**config.mk**
```make
export PLATFORM = sky130hd
export DESIGN_NAME = mcdf_pkt_formatter
export DESIGN_NICKNAME = d
export VERILOG_FILES = /design/src/rtl/mcdf_fmt_pkg.sv /design/src/rtl/mcdf_fmt_sync_fifo.sv /design/src/rtl/mcdf_pkt_formatter.sv
export SDC_FILE = /design/constraint.sdc
export NUM_CORES = 2
export LEC_CHECK = 0
export ABC_AREA = 1
export BUFFER_PORTS_ARGS = -buffer_cell sky130_fd_sc_hd__clkbuf_2
export CAP_MARGIN = 10
export CORE_ASPECT_RATIO = 0.8
export CORE_MARGIN = 1
export CORE_UTILIZATION = 25
export CTS_BUF_LIST = sky130_fd_sc_hd__clkbuf_4
export DETAILED_ROUTE_END_ITERATION = 8
export PLACE_DENSITY = 0.41
export SKIP_LAST_GASP = 1
export SLEW_MARGIN = 20
export SYNTH_ARGS = -nofsm -noshare
export SYNTH_HDL_FRONTEND = slang
export SYNTH_HIERARCHICAL = 1
export SYNTH_SLANG_ARGS = --single-unit
```
**constraint.sdc**
```tcl
create_clock -name clk -period 4.6 [get_ports clk]
set_input_delay 0.46 -clock clk [delete_from_list [all_inputs] [get_ports clk]]
set_output_delay 0.46 -clock clk [all_outputs]
set_load 0.05 [all_outputs]
```
**src/rtl/mcdf_fmt_pkg.sv**
```systemverilog
// rtl/mcdf_fmt_pkg.sv - shared types and length decode for the MCDF packet formatter
package mcdf_fmt_pkg;

   typedef enum logic {
      IN_IDLE,
      IN_COLLECT
   } in_fsm_e;

   typedef enum logic [1:0] {
      O_IDLE,
      O_REQ,
      O_SEND
   } out_fsm_e;

   localparam logic [1:0] LEN_CODE_4  = 2'd0;
   localparam logic [1:0] LEN_CODE_8  = 2'd1;
   localparam logic [1:0] LEN_CODE_16 = 2'd2;
   localparam logic [1:0] LEN_CODE_32 = 2'd3;

   // Word count for a length code, clamped so a packet never exceeds one slot.
   function automatic int decode_len(input logic [1:0] code, input int max_len);
      int l;
      case (code)
         LEN_CODE_4:  l = 4;
         LEN_CODE_8:  l = 8;
         LEN_CODE_16: l = 16;
         LEN_CODE_32: l = 32;
         default:     l = 32;
      endcase
      if (l > max_len) l = max_len;
      return l;
   endfunction

endpackage

```
**src/rtl/mcdf_fmt_sync_fifo.sv**
```systemverilog
// rtl/mcdf_fmt_sync_fifo.sv - word buffer with show-ahead read and occupancy count
module mcdf_fmt_sync_fifo #(
   parameter int WIDTH = 32,
   parameter int DEPTH = 64
) (
   input  logic                       clk,
   input  logic                       rst_n,
   input  logic                       wr_en,
   input  logic [WIDTH-1:0]           wr_data,
   input  logic                       rd_en,
   output logic [WIDTH-1:0]           rd_data,
   output logic [$clog2(DEPTH+1)-1:0] count
);

   localparam int AW = (DEPTH > 1) ? $clog2(DEPTH) : 1;
   localparam int CW = $clog2(DEPTH + 1);

   logic [WIDTH-1:0] mem [DEPTH];
   logic [AW-1:0]    wr_ptr;
   logic [AW-1:0]    rd_ptr;

   // Depth need not be a power of two, so pointers wrap explicitly.
   function automatic logic [AW-1:0] ptr_inc(input logic [AW-1:0] p);
      return (p == AW'(DEPTH - 1)) ? '0 : p + AW'(1);
   endfunction

   assign rd_data = mem[rd_ptr];

   always_ff @(posedge clk) begin
      if (wr_en) mem[wr_ptr] <= wr_data;
   end

   always_ff @(posedge clk or negedge rst_n) begin
      if (!rst_n) begin
         wr_ptr <= '0;
         rd_ptr <= '0;
         count  <= '0;
      end else begin
         if (wr_en) wr_ptr <= ptr_inc(wr_ptr);
         if (rd_en) rd_ptr <= ptr_inc(rd_ptr);
         count <= count + CW'(wr_en) - CW'(rd_en);
      end
   end

endmodule

```
**src/rtl/mcdf_pkt_formatter.sv**
```systemverilog
// rtl/mcdf_pkt_formatter.sv - store-and-forward packet formatter with grant-based output framing
module mcdf_pkt_formatter
   import mcdf_fmt_pkg::*;
#(
   parameter  int DATA_WIDTH = 32,
   parameter  int CH_NUM     = 3,
   parameter  int MAX_LEN    = 32,
   parameter  int PKT_SLOTS  = 2,
   localparam int CHID_W     = ($clog2(CH_NUM) > 1) ? $clog2(CH_NUM) : 1,
   localparam int LEN_W      = $clog2(MAX_LEN) + 1
) (
   input  logic                  clk,
   input  logic                  rst_n,
   input  logic                  in_valid,
   output logic                  in_ready,
   input  logic [CHID_W-1:0]     in_chid,
   input  logic [1:0]            in_len,
   input  logic [DATA_WIDTH-1:0] in_data,
   output logic                  fmt_req,
   input  logic                  fmt_grant,
   output logic [CHID_W-1:0]     fmt_chid,
   output logic [LEN_W-1:0]      fmt_length,
   output logic                  fmt_start,
   output logic                  fmt_end,
   output logic [DATA_WIDTH-1:0] fmt_data,
   output logic                  idle
);

   localparam int DEPTH = PKT_SLOTS * MAX_LEN;
   localparam int CW    = $clog2(DEPTH + 1);
   localparam int SW    = (PKT_SLOTS > 1) ? $clog2(PKT_SLOTS) : 1;
   localparam int QW    = $clog2(PKT_SLOTS + 1);

   in_fsm_e  in_state, in_state_d;
   out_fsm_e out_state, out_state_d;

   logic                  run_q;
   logic [CHID_W-1:0]     cur_chid_q;
   logic [LEN_W-1:0]      cur_len_q;
   logic [LEN_W-1:0]      in_cnt_q;
   logic [CW-1:0]         reserved_q;
   logic [CW-1:0]         free_words;
   logic [LEN_W-1:0]      dec_len;
   logic                  in_fire, first_fire, last_fire;

   logic [CHID_W-1:0]     desc_chid [PKT_SLOTS];
   logic [LEN_W-1:0]      desc_len  [PKT_SLOTS];
   logic [SW-1:0]         desc_wr, desc_rd;
   logic [QW-1:0]         desc_cnt;
   logic                  desc_pop;

   logic                  fifo_rd;
   logic [DATA_WIDTH-1:0] fifo_rdata;
   logic [CW-1:0]         fifo_count;

   logic                  fmt_req_d, fmt_start_d, fmt_end_d;
   logic [CHID_W-1:0]     fmt_chid_d;
   logic [LEN_W-1:0]      fmt_length_d, beat_q, beat_d;
   logic [DATA_WIDTH-1:0] fmt_data_d;

   function automatic logic [SW-1:0] slot_inc(input logic [SW-1:0] p);
      return (p == SW'(PKT_SLOTS - 1)) ? '0 : p + SW'(1);
   endfunction

   assign dec_len    = LEN_W'(decode_len(in_len, MAX_LEN));
   assign free_words = CW'(DEPTH) - reserved_q;
   assign in_fire    = in_valid & in_ready;

   // run_q keeps in_ready and idle low while reset is asserted.
   always_comb begin
      in_state_d = in_state;
      in_ready   = 1'b0;
      first_fire = 1'b0;
      last_fire  = 1'b0;
      case (in_state)
         IN_IDLE: begin
            in_ready = run_q && (free_words >= CW'(dec_len)) && (desc_cnt != QW'(PKT_SLOTS));
            if (in_valid && in_ready) begin
               first_fire = 1'b1;
               in_state_d = IN_COLLECT;
            end
         end
         IN_COLLECT: begin
            in_ready = 1'b1;
            if (in_valid && (in_cnt_q + LEN_W'(1) == cur_len_q)) begin
               last_fire  = 1'b1;
               in_state_d = IN_IDLE;
            end
         end
      endcase
   end

   always_ff @(posedge clk or negedge rst_n) begin
      if (!rst_n) begin
         in_state   <= IN_IDLE;
         run_q      <= 1'b0;
         cur_chid_q <= '0;
         cur_len_q  <= '0;
         in_cnt_q   <= '0;
         reserved_q <= '0;
         desc_wr    <= '0;
         desc_rd    <= '0;
         desc_cnt   <= '0;
      end else begin
         in_state <= in_state_d;
         run_q    <= 1'b1;
         if (first_fire) begin
            cur_chid_q <= in_chid;
            cur_len_q  <= dec_len;
            in_cnt_q   <= LEN_W'(1);
         end else if (in_fire) begin
            in_cnt_q <= in_cnt_q + LEN_W'(1);
         end
         // Space is claimed for the whole packet up front and handed back one word per beat.
         reserved_q <= reserved_q + (first_fire ? CW'(dec_len) : '0) - CW'(fifo_rd);
         if (last_fire) desc_wr <= slot_inc(desc_wr);
         if (desc_pop)  desc_rd <= slot_inc(desc_rd);
         desc_cnt <= desc_cnt + QW'(last_fire) - QW'(desc_pop);
      end
   end

   always_ff @(posedge clk) begin
      if (last_fire) begin
         desc_chid[desc_wr] <= cur_chid_q;
         desc_len[desc_wr]  <= cur_len_q;
      end
   end

   mcdf_fmt_sync_fifo #(
      .WIDTH (DATA_WIDTH),
      .DEPTH (DEPTH)
   ) u_word_buf (
      .clk     (clk),
      .rst_n   (rst_n),
      .wr_en   (in_fire),
      .wr_data (in_data),
      .rd_en   (fifo_rd),
      .rd_data (fifo_rdata),
      .count   (fifo_count)
   );

   always_comb begin
      out_state_d  = out_state;
      fmt_req_d    = fmt_req;
      fmt_chid_d   = fmt_chid;
      fmt_length_d = fmt_length;
      fmt_start_d  = 1'b0;
      fmt_end_d    = 1'b0;
      fmt_data_d   = '0;
      beat_d       = beat_q;
      fifo_rd      = 1'b0;
      desc_pop     = 1'b0;
      case (out_state)
         O_IDLE: begin
            if (desc_cnt != '0) begin
               out_state_d  = O_REQ;
               fmt_req_d    = 1'b1;
               fmt_chid_d   = desc_chid[desc_rd];
               fmt_length_d = desc_len[desc_rd];
            end
         end
         O_REQ: begin
            if (fmt_grant) begin
               out_state_d = O_SEND;
               fmt_req_d   = 1'b0;
               fifo_rd     = 1'b1;
               fmt_data_d  = fifo_rdata;
               fmt_start_d = 1'b1;
               beat_d      = LEN_W'(1);
            end
         end
         O_SEND: begin
            if (beat_q != fmt_length) begin
               fifo_rd    = 1'b1;
               fmt_data_d = fifo_rdata;
               beat_d     = beat_q + LEN_W'(1);
               fmt_end_d  = (beat_q + LEN_W'(1) == fmt_length);
            end else begin
               // Descriptor is retired one cycle after the last beat, leaving a bubble.
               out_state_d  = O_IDLE;
               desc_pop     = 1'b1;
               fmt_chid_d   = '0;
               fmt_length_d = '0;
               beat_d       = '0;
            end
         end
         default: out_state_d = O_IDLE;
      endcase
   end

   always_ff @(posedge clk or negedge rst_n) begin
      if (!rst_n) begin
         out_state  <= O_IDLE;
         fmt_req    <= 1'b0;
         fmt_chid   <= '0;
         fmt_length <= '0;
         fmt_start  <= 1'b0;
         fmt_end    <= 1'b0;
         fmt_data   <= '0;
         beat_q     <= '0;
      end else begin
         out_state  <= out_state_d;
         fmt_req    <= fmt_req_d;
         fmt_chid   <= fmt_chid_d;
         fmt_length <= fmt_length_d;
         fmt_start  <= fmt_start_d;
         fmt_end    <= fmt_end_d;
         fmt_data   <= fmt_data_d;
         beat_q     <= beat_d;
      end
   end

   assign idle = run_q && (in_state == IN_IDLE) && (out_state == O_IDLE) &&
                 (desc_cnt == '0) && (reserved_q == '0) && (fifo_count == '0);

endmodule
```
==> results.yml <==
power:
  p_per_area_nw_per_um2: 615
  p_leak_nw: 41.2
  peakVddDrop_mv: 0.540
sta:
  max_freq_mhz: 234
  worstMarginPinSlew_ps: 1110
  min_period_over_period: 0.928
  relSlewSlack: 0.259
  min_period_ps: 4270
  slew_viol_final: 0
  rsz0062_at_grt: "no"
  finalSetupViolCount: 0
  hold_viol_final: 0
  setup_tns_ps: 0
  finalClockSkew_ps: 121
worst_setup_path:
  crit_required_ps: 5500
  rr_startpoint: "reserved_q[0]"
  cp_slowest_stage_delay_ps: 800
  crit_path_start_kind: "flop"
  worst_path_max_delay_cell: "nor2_4"
  crit_top_cell: "nand2_1"
  crit_type: "flop to flop"
  critPathArrivalTime_ps: 5170
  end_kind: "flop"
  worstRegToRegCells: 19
  path_cells: "nor2_2 > nand2_2 > nor2_4 > inv_1 > nand2_1 > inv_1 > ha_1 > nand2_1 > nand2_1 > nand2_1 > nand2_1 > nand2_1 > nand2_4 > nand3_2 > nand2_1 > buf_4 > nand2_1 > buf_4 > nor2_4"
  r2r_slack_ps: 330
  r2r-end: "u_word_buf/mem[9][7]"
  path_max_fanout: 32
layout:
  syn_to_final_growth_pct: 16.5
  fin_util: 0.294
  layout-drive-gt1-share: 0.139
  final_cells: 13800
  mostFrequentLayoutCell: "nand2_1"
  final_net_count: 8797
  mostFrequentLayoutCells: "2886 x nand2_1, 2060 x edfxtp_1, 1640 x nand3_1"
detailed_routing:
  final_antenna_net_count: 0
  vias: 62400
  dr.pass1.iters: 6
  post_drt_wl_per_cell_um: 22.6
  vias_per_cell: 4.50
  initialDrtViolationCount: 6733
  drcViolationCount: 0
  wl_um: 312000
global_route:
  grt_pass1_vias: 61100
  antenna_found_initial: 40
  overflow: 0
  grt_max_degree: 171
  grt_usage: 0.168
  grt_pass1_wl_um: 444000
min_path:
  whs_path_depth: 2
  hold_start: "in_data[2]"
  hp-class: "input port to flop"
  hold_path_end: "u_word_buf/mem[63][2]"
synthesis:
  ys_warn_count: 6
  yosysSeqAreaShare: 0.711
  async_flop_share: 0.0432
  synth_cell_types: 46
  synth_edf_count: 2060
  yosys-top-cells-area: "edfxtp_1 69%, nand2_1 12%, nand3_1 9.1%"
  synth_top_area_frac: 0.685
  yosys.area.top_type: "edfxtp_1"
  ys_ff_latch: 2153
  syn_inst: 8234
  synthFlopType: "edfxtp_1"
  syn_avg_cell_area_um2: 11.0
  syn_area_um2: 90300
clock_network:
  h-tree-depth: 6
  cts_resized: 0
  cts.sinks: 2153
  clk_latency_ps: 1350
  cts_buffers: 567
  postCtsSetupRepairBufs: 0
  clk_pin_slew_worst_paths_ps: 60
  clk_path_buf_depth: 4
  cts_hold_buf: 61
  root_buffer: "clkbuf_4"
  cts_tree: "done"
job:
  drv_cap: 0
die:
  die_y_um: 540
  core_area_um2: 358000
  rows: 196
  dieArea_um2: 364000
  ioPinCount: 85
  die_width_um: 674
  start_util: 0.252
placement:
  place_inst: 12800
  port_buffers: 82
  gp_congestion: 0.835
  dp_hpwl_um: 189000
run_status:
  status: "complete, no violations"
how the worst max path moves through the flow:
stage,start,slack (ps),end
2_1_floorplan,reserved_q[1],410,u_word_buf/mem[48][0]
3_3_place_gp,reserved_q[1],40,u_word_buf/mem[9][7]
3_5_place_dp,reserved_q[0],270,u_word_buf/mem[9][16]
4_1_cts,reserved_q[0],230,u_word_buf/mem[9][7]
5_1_grt,reserved_q[0],30,u_word_buf/mem[9][16]
6_report,reserved_q[0],330,u_word_buf/mem[9][7]
synth_stat cells, types with 2 or more instances:
cell,instances
nand2_1,2886
edfxtp_1,2060
nand3_1,1640
inv_1,797
buf_2,285
nor2_1,146
dfrtp_1,93
clkbuf_1,83
buf_1,52
ha_1,34
o21ai_0,29
xor2_1,25
buf_4,21
a21oi_1,14
buf_6,9
xnor2_1,6
clkinv_1,4
nand2_2,4
nand4_1,4
nor3_1,3
o211ai_1,3
o22ai_1,3
conb_1,2
fa_1,2
inv_2,2
nand3_2,2
nand3b_1,2
nor2_2,2
nor2_4,2
nor4_1,2
or2_4,2
power by group:
group	internal (mW)	leakage (nW)	switching (mW)
Sequential	22.5	19.7	0.685
Clock	8.90	4.19	8.14
Combinational	5.89	17.3	18.6
area by class of cell:
class,count,area (um^2)
inverters,804,3050
diodes,8,20.0
clock buffers,820,6160
flip-flops and latches,2153,64200
well taps,4752,5950
repair buffers,367,3630
fillers,37200,253000
multi-input cells,4828,21400
clock inverters,115,840
kinds of logic (layout without fill, tap and decap cells):
family,after synthesis,in the layout,synth area share
buf+inv,1254,2106,0.0577
compound gates,58,58,0.00371
simple gates,4700,4700,0.219
other cells,2,11,0.0000832
xor+xnor,31,31,0.00301
flops,2153,2153,0.711
fa+ha+maj,36,36,0.00516
metrics by stage:
step	setup WS [ps]	cell area, um^2	hold slack, ps	power, mW
final	333	105000	174	64.7
after CTS	234	105000	28.7	65.5
after floorplan	410	90300	164	37.3
after global placement	35.1	97600	457	48.2
after global routing	32.6	105000	77.6	68.4
after detailed placement	271	97600	466	48.1
per-layer routing:
| layer | vias to the layer above | global-route usage | wire length [um] |
|---|---|---|---|
| li1 | 28900 | - | - |
| met1 | 30700 | 0.248 | 147000 |
| met2 | 2274 | 0.243 | 133000 |
| met3 | 414 | 0.0381 | 24800 |
| met4 | 12 | 0.0493 | 7970 |
| met5 | - | 0 | 80 |
worst max-delay path, delay by kind of cell, from the launching register on:
family,cells,cell delay [ps]
adders and majority gates,1,260
and+or+nand+nor,14,2530
buffers and inverters,4,640
DFF,1,400
flip-flops by register name (all words and copies together), names as in the netlist, 2 cells and up:
name,cells
out_state,2
fmt_data,32
u_word_buf/wr_ptr,6
u_word_buf/mem,2048
fmt_length,4
reserved_q,7
desc_cnt,2
in_cnt_q,6
u_word_buf/rd_ptr,6
fmt_chid,2
cur_chid_q,2
desc_len,8
u_word_buf/count,7
desc_chid,4
cur_len_q,4
beat_q,6
(Power assumes the default switching activity.)
